--- src/rtl/if_fetch.sv ---
// rtl/if_fetch.sv - instruction fetch stage with one-entry skid buffer and redirect discard
module if_fetch (
  input  logic        clk,
  input  logic        rst_n,
  input  logic        stall,
  input  logic        redirect,
  input  logic [31:0] redirect_pc,
  output logic        imem_req,
  output logic [31:0] imem_addr,
  input  logic        imem_ready,
  input  logic [31:0] imem_rdata,
  output logic [31:0] instr_out,
  output logic [31:0] pc_out,
  output logic        valid_out
);

  typedef enum logic [1:0] {
    FETCH   = 2'd0,
    HOLD    = 2'd1,
    DISCARD = 2'd2
  } state_t;

  state_t      state, state_nxt;
  logic [31:0] pc, pc_nxt;
  // Redirect target parked while the old request drains in DISCARD;
  // pc keeps the old address so imem_addr stays stable until ready.
  logic [31:0] target, target_nxt;
  logic [31:0] skid_instr, skid_instr_nxt;
  logic [31:0] skid_pc, skid_pc_nxt;
  logic [31:0] instr_nxt, pc_out_nxt;
  logic        valid_nxt, req_nxt;
  logic        accept;

  assign imem_addr = pc;
  // imem_ready is meaningless unless a request is actually outstanding.
  assign accept    = imem_req & imem_ready;

  // Next-state and next-output decode; redirect takes priority over stall.
  always_comb begin
    state_nxt      = state;
    pc_nxt         = pc;
    target_nxt     = target;
    skid_instr_nxt = skid_instr;
    skid_pc_nxt    = skid_pc;
    instr_nxt      = instr_out;
    pc_out_nxt     = pc_out;
    valid_nxt      = valid_out;
    req_nxt        = imem_req;

    if (redirect) begin
      valid_nxt      = 1'b0;
      skid_instr_nxt = 32'd0;
      skid_pc_nxt    = 32'd0;
      req_nxt        = 1'b1;
      case (state)
        DISCARD: begin
          if (imem_ready) begin
            pc_nxt    = redirect_pc;
            state_nxt = FETCH;
          end else begin
            target_nxt = redirect_pc;
          end
        end
        FETCH: begin
          if (imem_req && !imem_ready) begin
            target_nxt = redirect_pc;
            state_nxt  = DISCARD;
          end else begin
            pc_nxt    = redirect_pc;
            state_nxt = FETCH;
          end
        end
        default: begin
          pc_nxt    = redirect_pc;
          state_nxt = FETCH;
        end
      endcase
    end else begin
      case (state)
        FETCH: begin
          req_nxt = 1'b1;
          if (accept && !stall) begin
            instr_nxt  = imem_rdata;
            pc_out_nxt = pc;
            valid_nxt  = 1'b1;
            pc_nxt     = pc + 32'd1;
          end else if (accept && stall) begin
            skid_instr_nxt = imem_rdata;
            skid_pc_nxt    = pc;
            pc_nxt         = pc + 32'd1;
            req_nxt        = 1'b0;
            state_nxt      = HOLD;
          end else if (!stall) begin
            valid_nxt = 1'b0;
          end
        end
        HOLD: begin
          if (!stall) begin
            instr_nxt  = skid_instr;
            pc_out_nxt = skid_pc;
            valid_nxt  = 1'b1;
            req_nxt    = 1'b1;
            state_nxt  = FETCH;
          end
        end
        DISCARD: begin
          if (imem_ready) begin
            pc_nxt    = target;
            state_nxt = FETCH;
          end
        end
        default: begin
          state_nxt = FETCH;
        end
      endcase
    end
  end

  // State, PC, skid buffer and IF/ID registers; reset abandons any request.
  always_ff @(posedge clk or negedge rst_n) begin
    if (!rst_n) begin
      state      <= FETCH;
      pc         <= 32'd0;
      target     <= 32'd0;
      skid_instr <= 32'd0;
      skid_pc    <= 32'd0;
      instr_out  <= 32'd0;
      pc_out     <= 32'd0;
      valid_out  <= 1'b0;
      imem_req   <= 1'b0;
    end else begin
      state      <= state_nxt;
      pc         <= pc_nxt;
      target     <= target_nxt;
      skid_instr <= skid_instr_nxt;
      skid_pc    <= skid_pc_nxt;
      instr_out  <= instr_nxt;
      pc_out     <= pc_out_nxt;
      valid_out  <= valid_nxt;
      imem_req   <= req_nxt;
    end
  end

endmodule

--- config.mk ---
export PLATFORM = sky130hd
export DESIGN_NAME = if_fetch
export DESIGN_NICKNAME = d
export VERILOG_FILES = /design/src/rtl/if_fetch.sv
export SDC_FILE = /design/constraint.sdc
export NUM_CORES = 1
export LEC_CHECK = 0
export BUFFER_PORTS_ARGS = -buffer_cell sky130_fd_sc_hd__clkbuf_2
export CORE_MARGIN = 3
export CORE_UTILIZATION = 40
export DETAILED_ROUTE_END_ITERATION = 6
export MAX_ROUTING_LAYER = met4
export SYNTH_ARGS = -nofsm -noshare
export SYNTH_HDL_FRONTEND = slang
export SYNTH_SLANG_ARGS = --single-unit
--- constraint.sdc ---
create_clock -name clk -period 2.7 [get_ports clk]
set_clock_uncertainty 0.2 [all_clocks]
set_input_delay 0.27 -clock clk [delete_from_list [all_inputs] [get_ports clk]]
set_output_delay 0.27 -clock clk [all_outputs]
set_load 0.005 [all_outputs]
Yosys cells after proc, flatten, opt, wreduce, memory -nomap -nowiden
Cells that the tools add are included.

operators by class
  reduce and logical (&&, ||, !) cells = 19
  mux-type cells = 43
  equal/unequal tests = 15
  $add $sub $neg = 1
  bitwise logic cells = 2

operators with widths
  kind                   number
  $mux 32                20
  $pmux 32 s2            5
  $add 32x1->32 const B  1
  $reduce_and 4->1       4
  $mux 2                 6
  $ne 2x2->1 const B     6
  $ne 3x3->1 const B     4
  $ne 4x4->1 const B     3
  $mux 1                 8
  $reduce_bool 2->1      4
  $pmux 2 s3             1
  $reduce_and 3->1       2
  $reduce_bool 3->1      2
  $pmux 1 s2             2
  $pmux 2 s2             1
  $logic_and 1x1->1      3
  $eq 2x1->1 const B     1
  $eq 2x2->1 const B     1
  $logic_not 1->1        2
  $logic_not 2->1        1
  $reduce_and 2->1       1
  $and 1x1->1            1
  $not 1->1              1

word-level totals
  input bits = 69
  flip-flop bits (word level) = 196
  word-level logic and storage cells = 89

Longest topological paths before layout
Gate-level depths: netlist of run 1.

  depth in word-level cells = 6
  mapped depth = 8
  gate-level depth less buffers = 6

Worst setup path after synthesis of run 1
Ideal clock, no wire load.

  path kind = reg-to-reg
  from = reg state[1]
  to = reg pc_out[23]
  data arrival time = 1.643 ns
  cell stages (with the launch flop) = 8
  library setup time = 0.135 ns
  setup slack = 0.722 ns
  required time = 2.365 ns
  cell sequence = dfrtp_1 -> buf_2 -> or4_1 -> buf_2 -> buf_2 -> buf_2 -> nand2_1 -> o21ai_0

on the way
  longest elaborated chain between the ends = 3
  elaborated cells on any way between the ends = 7
  classes of those cells = eq/ne (3); mux (1); reduce/logical (3)

ends and longest elaborated chain
  what                                                                     RTL line  source
  start: declaration                                                       23        state_t state, state_nxt;
  start signal: assignment                                                 132       state <= state_nxt;
  $eq 2x1->1 / $logic_not 2->1 (equally long branches)                     79        case (state)
  $ne 2x2->1 (no source line) / $reduce_bool 2->1 (equally long branches)  --
  $reduce_and 4->1 (no source line)                                        --
  end signal: assignment                                                   138       pc_out <= pc_out_nxt;
  end: declaration                                                         13        output logic [31:0] pc_out,

Parallel ways exist; a longest one is shown, timed or not.
A chain may end at the register's enable or synchronous reset.

Worst setup path after layout of run 1
  from = reg pc[1], in the netlist imem_addr[1]
  to = reg pc[20], in the netlist imem_addr[20]

on the way
  longest elaborated chain between the ends = 5

ends and longest elaborated chain
  what                      RTL line  source
  start: declaration        24        logic [31:0] pc, pc_nxt;
  start signal: assignment  133       pc <= pc_nxt;
  $add 32x1->32 (*)         86, 90
  $mux 32                   87        end else if (accept && stall) begin
  $mux 32 (*)               82        if (accept && !stall) begin
  $pmux 32 s2 (*)           79
  $mux 32 (*)               50        if (redirect) begin

Every way passes the cells marked *; elsewhere a longest branch is shown, timed or not. The select of a mux whose other input is x is not followed.

==> results.py, run 1 <==
metrics = {
    "synthesis": {
        "ys_async_sr_fraction_pct": 100,
        "synth_edf_count": 0,
        "synth.distinct_cells": 56,
        "synth_top_family_by_area": "simple AND/OR/NAND/NOR gates",
        "synth_compound_area_share_pct": 14.3,
        "syn_nets": 1036,
        "syn_avg_cell_area_sq_um": 9.55,
        "netlist_area_sq_mm": 0.00922,
        "synth-simple-area-share_pct": 16.7,
        "synth_mux_area_share_pct": 10.8,
        "yosys_most_used_dff": "dfrtp_1",
        "synth_fa_ha_area_share_pct": 0.136,
        "yosys_warnings": 0,
        "synthCells": 966,
        "synth_xor_area_share_pct": 1.04,
        "ys_ff_latch": 196,
        "yosysSeqAreaShare_pct": 53.2,
    },
    "pwr": {
        "power.density_mw_per_mm2": 698,
        "finalPower_w": 0.00813,
        "irDropWorstVdd_uv": 362,
        "internal_power_w": 0.00560,
        "power.share.switching_pct": 31.1,
        "p_leak_nw": 5.17,
        "p_seq_share_pct": 47.5,
        "p_clk_share_pct": 32.0,
        "p_sw_w": 0.00253,
        "p_comb_share_pct": 20.5,
    },
    "outcome": {
        "status": "finished clean",
    },
    "setup_path": {
        "worst-path-max-fanout": 15,
        "crit_arrival_ns": 2.38,
        "crit_required_ns": 2.85,
        "crit_type": "flop to flop",
        "start_kind": "flop",
        "cp-end-kind": "flop",
    },
    "cells_and_area": {
        "diodes": 0,
        "register_area_sq_mm": 0.00490,
        "fill_cells": 2009,
        "multi_input_area_sq_mm": 0.00398,
        "drive_gt1_share_pct": 22.8,
        "syn2layout_area_growth_pct": 26.3,
        "final_nets": 1242,
    },
    "timing": {
        "min_period_ns": 2.23,
        "finalSetupViolCount": 0,
        "slew_viol_final": 0,
        "worst_slew_pin_slew_ns": 0.720,
        "slew_headroom_pct": 52.0,
        "setup-tns-final_ns": 0,
        "rsz0062_at_grt": "false",
        "max_freq_ghz": 0.449,
        "period_share_pct": 82.6,
        "hold_viol_final": 0,
    },
    "global_routing": {
        "grt_pass1_wl_mm": 41.0,
        "first_global_vias": 7384,
        "antenna_found_initial": 0,
        "grt_max_degree": 130,
        "grtUsageTotal_pct": 21.4,
        "overflow": 0,
    },
    "floorplanning": {
        "fp.dieW_um": 158,
        "fp.dieH_um": 158,
        "core_sq_mm": 0.0222,
        "fp-row-count": 54,
        "die-area_sq_mm": 0.0249,
        "pin_count": 167,
        "initial_utilization_pct": 41.5,
    },
    "clocking": {
        "ctsHtreeMaxLevel": 4,
        "path_clk_slew_ns": 0.08,
        "clock-sinks": 196,
        "clock_path_buffers": 2,
        "root_buffer": "clkbuf_16",
        "clock_latency_ns": 0.43,
        "cts_made_buffers": 17,
        "cts_tree": "built",
    },
    "detailed_routing": {
        "firstDrtPassIters": 5,
        "drt_iter0_drc": 683,
        "wl_per_cell_um": 17.5,
        "drc": 0,
        "postRouteAntennaNets": 0,
        "vias": 7751,
        "viasPerCell": 5.29,
        "routed_wirelength_mm": 25.6,
    },
    "flow_run": {
        "drv_cap": 0,
    },
    "placed_design": {
        "hpwl_mm": 17.0,
        "gp_congestion": 0.868,
        "port_buffers": 166,
    },
    "hold_path": {
        "min_path_type": "primary input to flop",
    },
}
[power groups by stage]
stage,Sequential (W),Combinational [W],Clock [W]
2_1_floorplan,0.00381,0.000836,0
3_3_place_gp,0.00389,0.00160,0
3_5_place_dp,0.00392,0.00161,0
4_1_cts,0.00386,0.00169,0.00266
5_1_grt,0.00393,0.00188,0.00280
6_report,0.00386,0.00167,0.00260
[cells by family (layout without fill, tap and decap cells)]
logic type | Yosys count | after routing
buffers and inverters | 81 | 300
AND/OR/NAND/NOR | 348 | 348
XOR/XNOR | 11 | 11
adder cells (fa/ha/maj) | 1 | 1
multiplexers | 95 | 95
AO/OA/AOI/OAI | 234 | 234
flip-flops | 196 | 196
[area by class of cell]
class | count | share of cell area [%]
clock inverters | 13 | 1.27
multi-input cells | 689 | 34.2
clock buffers | 19 | 3.80
inverters | 8 | 0.258
repair buffers | 260 | 15.4
flip-flops and latches | 196 | 42.1
well taps | 280 | 3.01
[stage by stage]
| step | util [%] | setup slack (ns) | cells | hold WS, ns | cell area (sq um) |
|---|---|---|---|---|---|
| final | 52.4 | 0.471 | 1465 | 0.0663 | 11600 |
| after global placement | 46.7 | 0.473 | 1366 | 0.191 | 10400 |
| after floorplan | - | 0.722 | 966 | -0.226 | 9220 |
| after global routing | 52.4 | 0.223 | 1465 | 0.0487 | 11600 |
| after detailed placement | 46.7 | 0.469 | 1366 | 0.188 | 10400 |
| after CTS | 52.4 | 0.499 | 1465 | 0.0371 | 11600 |
[cell usage after synthesis (9+ instances only)]
cell / count / area (sq um)
a21oi_1: 87 / 435
buf_2: 26 / 130
nor2_1: 31 / 116
a221oi_1: 9 / 78.8
o21ai_0: 101 / 505
mux2i_1: 63 / 631
nand2_1: 228 / 856
nand3_1: 23 / 115
and3_1: 17 / 106
dfrtp_1: 196 / 4900
clkbuf_1: 42 / 158
mux2_2: 31 / 349
[worst max-delay path: stages, from the launching register on]
cell and delay (ns):
dfrtp_1 0.51, ha_1 0.28, and3_1 0.55, and3_1 0.30
a41oi_1 0.12, o21ai_0 0.17
[cells in the final DEF, fill, tap and decap left out, drive strengths merged, types with 4 or more instances in the layout]
cell type,count
dlygate4sd3,67
inv,12
dfrtp,196
nor3,9
nor4,4
nor2,32
o21ai,101
buf,28
mux2i,64
a221oi,9
a41oi,5
nand3,25
nand4,8
mux2,31
and3,18
a21oi,87
a31oi,4
nand2,228
clkinvlp,4
a211oi,4
clkbuf,184
xor2,8
and2,6
nor2b,4
[sequential cells by signal, summed over array words and instances, names as in the netlist]
register	cells
instr_out	32
target	32
imem_req	1
skid_instr	32
state	2
pc_out	32
imem_addr	32
valid_out	1
skid_pc	32
[what timing repair did]
action	in CTS	in global routing
hold buffers	67	0
endpoints found under the setup margin	0	0
setup buffers	0	0
hold endpoints to repair	199	0
resized for setup	0	0
[metal layers]
| layer | share of wire [%] | vias up | track usage [%] |
|---|---|---|---|
| li1 | - | 3779 | - |
| met1 | 49 | 3702 | 30.9 |
| met2 | 45 | 237 | 31.3 |
| met3 | 5.1 | 33 | 4.21 |
| met4 | 1.5 | 0 | 5.04 |
| met5 | 0 | - | - |
[final timing paths]
path | start | endpoint | slack, ns | depth (start not counted)
max | imem_addr[1]$_DFFE_PN0P_ | imem_addr[20]$_DFFE_PN0P_ | 0.47 | 5
max in group asynchronous | rst_n | skid_instr[27]$_DFFE_PN0P_ | 1.30 | 3
min in group asynchronous | rst_n | skid_pc[30]$_DFFE_PN0P_ | 0.25 | 2
max reg2reg | imem_addr[1]$_DFFE_PN0P_ | imem_addr[20]$_DFFE_PN0P_ | 0.47 | 5
min reg2reg | pc_out[15]$_DFFE_PN0P_ | pc_out[15]$_DFFE_PN0P_ | 0.28 | 2
min | redirect | skid_instr[25]$_DFFE_PN0P_ | 0.07 | 2
No activity file was read; power rests on OpenSTA's default activity.
==> inputs of run 2 (changes only) <==
--- a/config.mk
+++ b/config.mk
@@ -5,6 +5,7 @@
 export SDC_FILE = /design/constraint.sdc
 export NUM_CORES = 1
 export LEC_CHECK = 0
+export ABC_AREA = 1
 export BUFFER_PORTS_ARGS = -buffer_cell sky130_fd_sc_hd__clkbuf_2
 export CORE_MARGIN = 3
 export CORE_UTILIZATION = 40
==> constraint.sdc (replaced) <==
create_clock -name clk -period 2.02 [get_ports clk]
set_clock_uncertainty 0.2 [all_clocks]
set_input_delay 0.202 -clock clk [delete_from_list [all_inputs] [get_ports clk]]
set_output_delay 0.202 -clock clk [all_outputs]
set_load 0.005 [all_outputs]
==> run 2 against run 1 <==
Compared with the run above: largest cell class unchanged; via count increased by 15%; routed wire length up 6.7%; count of clock-buffer cells in the layout stayed put; first-iteration DRC count grew 19%; worst setup slack lost 0.36 ns; register-to-register slack worse by 0.33 ns; flip-flop and latch count unchanged.
==> results.py, run 2 <==
metrics = {
    "global_routing": {
        "grtUsageTotal_pct": 22.1,
        "grt_max_degree": 67,
        "antenna_found_initial": 0,
        "overflow": 0,
        "grt_pass1_wl_mm": 45.2,
        "first_global_vias": 8553,
    },
    "hold_path": {
        "hp-start": "imem_ready",
        "min_path_type": "primary input to flop",
    },
    "synthesis": {
        "netlist_area_sq_mm": 0.00957,
        "yosysTopAreaCell": "dfrtp_1",
        "ys_async_sr_fraction_pct": 100,
        "synth_edf_count": 0,
        "ys_ff_latch": 196,
        "synth_compound_area_share_pct": 10.5,
        "synth_fa_ha_area_share_pct": 0.131,
        "yosys_warnings": 0,
        "ys_top_cells_by_area": "dfrtp_1, nand2_1, nand3_1, nor2_1, a31oi_1",
        "syn_nets": 1347,
        "synth.distinct_cells": 27,
        "ys_top_cells_by_count": "nand2_1, dfrtp_1, nor2_1",
        "synth_top_family_by_area": "simple AND/OR/NAND/NOR gates",
        "synth_xor_area_share_pct": 0.275,
        "synth_mux_area_share_pct": 0.235,
        "syn_avg_cell_area_sq_um": 7.49,
        "synthCells": 1277,
        "yosysTopAreaCellShare_pct": 51.3,
        "synth-simple-area-share_pct": 30.3,
        "yosys_most_used_dff": "dfrtp_1",
        "synthMostInstantiatedCell": "nand2_1",
        "yosysSeqAreaShare_pct": 51.3,
    },
    "placed_design": {
        "dp.cells": 1741,
        "hpwl_mm": 18.9,
        "gp_congestion": 0.891,
        "port_buffers": 166,
    },
    "floorplanning": {
        "pin_count": 167,
        "fp.dieW_um": 161,
        "die-area_sq_mm": 0.0258,
        "fp-row-count": 55,
        "fp.dieH_um": 161,
        "core_sq_mm": 0.0231,
        "initial_utilization_pct": 41.5,
    },
    "timing": {
        "hold_viol_final": 0,
        "worst_slew_pin_slew_ns": 0.542,
        "finalSetupViolCount": 0,
        "min_period_ns": 1.91,
        "period_share_pct": 94.6,
        "setup-tns-final_ns": 0,
        "slew_viol_final": 0,
        "max_freq_ghz": 0.523,
        "rsz0062_at_grt": "false",
        "slew_headroom_pct": 63.9,
    },
    "cells_and_area": {
        "final_cell_mix": "nand2_1, dfrtp_1, clkbuf_2",
        "diodes": 0,
        "syn2layout_area_growth_pct": 29.6,
        "final_common_cell": "nand2_1",
        "drive_gt1_share_pct": 18.7,
        "fill_cells": 2188,
        "final_cells": 1843,
        "final_nets": 1587,
    },
    "detailed_routing": {
        "drc": 0,
        "viasPerCell": 4.86,
        "vias": 8952,
        "postRouteAntennaNets": 0,
        "drt_iter0_drc": 815,
        "firstDrtPassIters": 5,
        "wl_per_cell_um": 14.8,
        "routed_wirelength_mm": 27.3,
    },
    "pwr": {
        "p_leak_nw": 6.27,
        "irDropWorstVdd_uv": 602,
        "finalPower_w": 0.0136,
        "power.density_mw_per_mm2": 1100,
    },
    "setup_path": {
        "path_cells": "dlygate4sd3_1 -> clkbuf_2 -> clkinv_2 -> nor2_1 -> nand3_2 -> o211ai_4 -> buf_12 -> buf_4 -> a21oi_1 -> nand2_1 -> nand2_1",
        "slowest_stage": "dlygate4sd3_1",
        "start_kind": "primary input",
        "worst-path-max-fanout": 9,
        "crit_required_ns": 2.14,
        "crit_type": "primary input to flop",
        "reg2reg_slack_ns": 0.14,
        "cp-end-kind": "flop",
        "max_stage_delay_ns": 0.54,
        "startpoint": "redirect",
        "path_buf_inv": 5,
        "path_common_cell": "nand2_1",
        "timing.rr.start": "state[1]$_DFFE_PN0P_",
        "crit_arrival_ns": 2.03,
        "crit_family": "buffers and inverters",
    },
    "clocking": {
        "root_buffer": "clkbuf_16",
        "path_clk_slew_ns": 0.07,
        "cts_tree": "built",
        "clock-sinks": 196,
        "ctsHtreeMaxLevel": 4,
        "clock_path_buffers": 2,
        "cts_made_buffers": 17,
        "clock_latency_ns": 0.43,
    },
    "flow_run": {
        "drv_cap": 0,
    },
    "outcome": {
        "status": "finished clean",
    },
}
-- run 2: final timing paths --
kind | endpoint | cells past startpoint
max in group asynchronous | skid_instr[8]$_DFFE_PN0P_ | 3
max | imem_addr[31]$_DFFE_PN0P_ | 11
min in group asynchronous | instr_out[25]$_DFFE_PN0P_ | 2
min reg2reg | target[3]$_DFFE_PN0P_ | 2
min | state[1]$_DFFE_PN0P_ | 4
max reg2reg | imem_addr[31]$_DFFE_PN0P_ | 9
-- run 2: worst min-delay path, delay by kind of cell --
family,cells,cell delay [ns]
buf+inv,2,0.19
compound gates,1,0.09
simple gates,1,0.13
-- run 2: logic make-up after synthesis --
group                    after synthesis
XOR/XNOR                               3
multiplexers                           2
AND/OR/NAND/NOR                      721
adder cells (fa/ha/maj)                1
buffers and inverters                174
flip-flops                           196
AO/OA/AOI/OAI                        180
-- run 2: repair_timing --
action / 4_1_cts / 5_1_grt
endpoints found under the hold margin: 229 / 0
resized for setup: 0 / 4
endpoints found under the setup margin: 0 / 9
setup buffers: 0 / 2
hold buffers: 67 / 0
-- run 2: through the flow --
stage	setup WS [ns]	area (sq um)	utilization (%)	hold slack (ns)
global route	0.00457	12400	53.8	0.0440
floorplan	0.257	9570	-	-0.294
CTS	0.0965	12300	53.5	0.0123
finish	0.109	12400	53.8	0.0237
global placement	0.121	11100	48.0	0.0454
detailed placement	0.136	11100	48.0	0.0439
-- run 2: power breakdown --
group	internal (W)	leakage, nW	switching (W)	total (W)
Sequential	0.00498	2.40	0.000861	0.00584
Combinational	0.00189	3.58	0.00243	0.00432
Clock	0.00191	0.291	0.00154	0.00345
-- run 2: area by class of cell --
class	count	area, sq um	area share (%)
clock buffers	19	453	3.65
repair buffers	296	2150	17.3
inverters	99	374	3.02
well taps	313	392	3.16
flip-flops and latches	196	4910	39.6
clock inverters	13	143	1.15
multi-input cells	907	3980	32.1
-- run 2: routing by layer --
layer / vias up / part of all wire (%) / track usage (%)
met3: 32 / 5.7 / 3.25
met4: 0 / 2.0 / 6.27
met5: - / 0 / -
met2: 266 / 44 / 32.4
li1: 4576 / - / -
met1: 4078 / 49 / 32.1
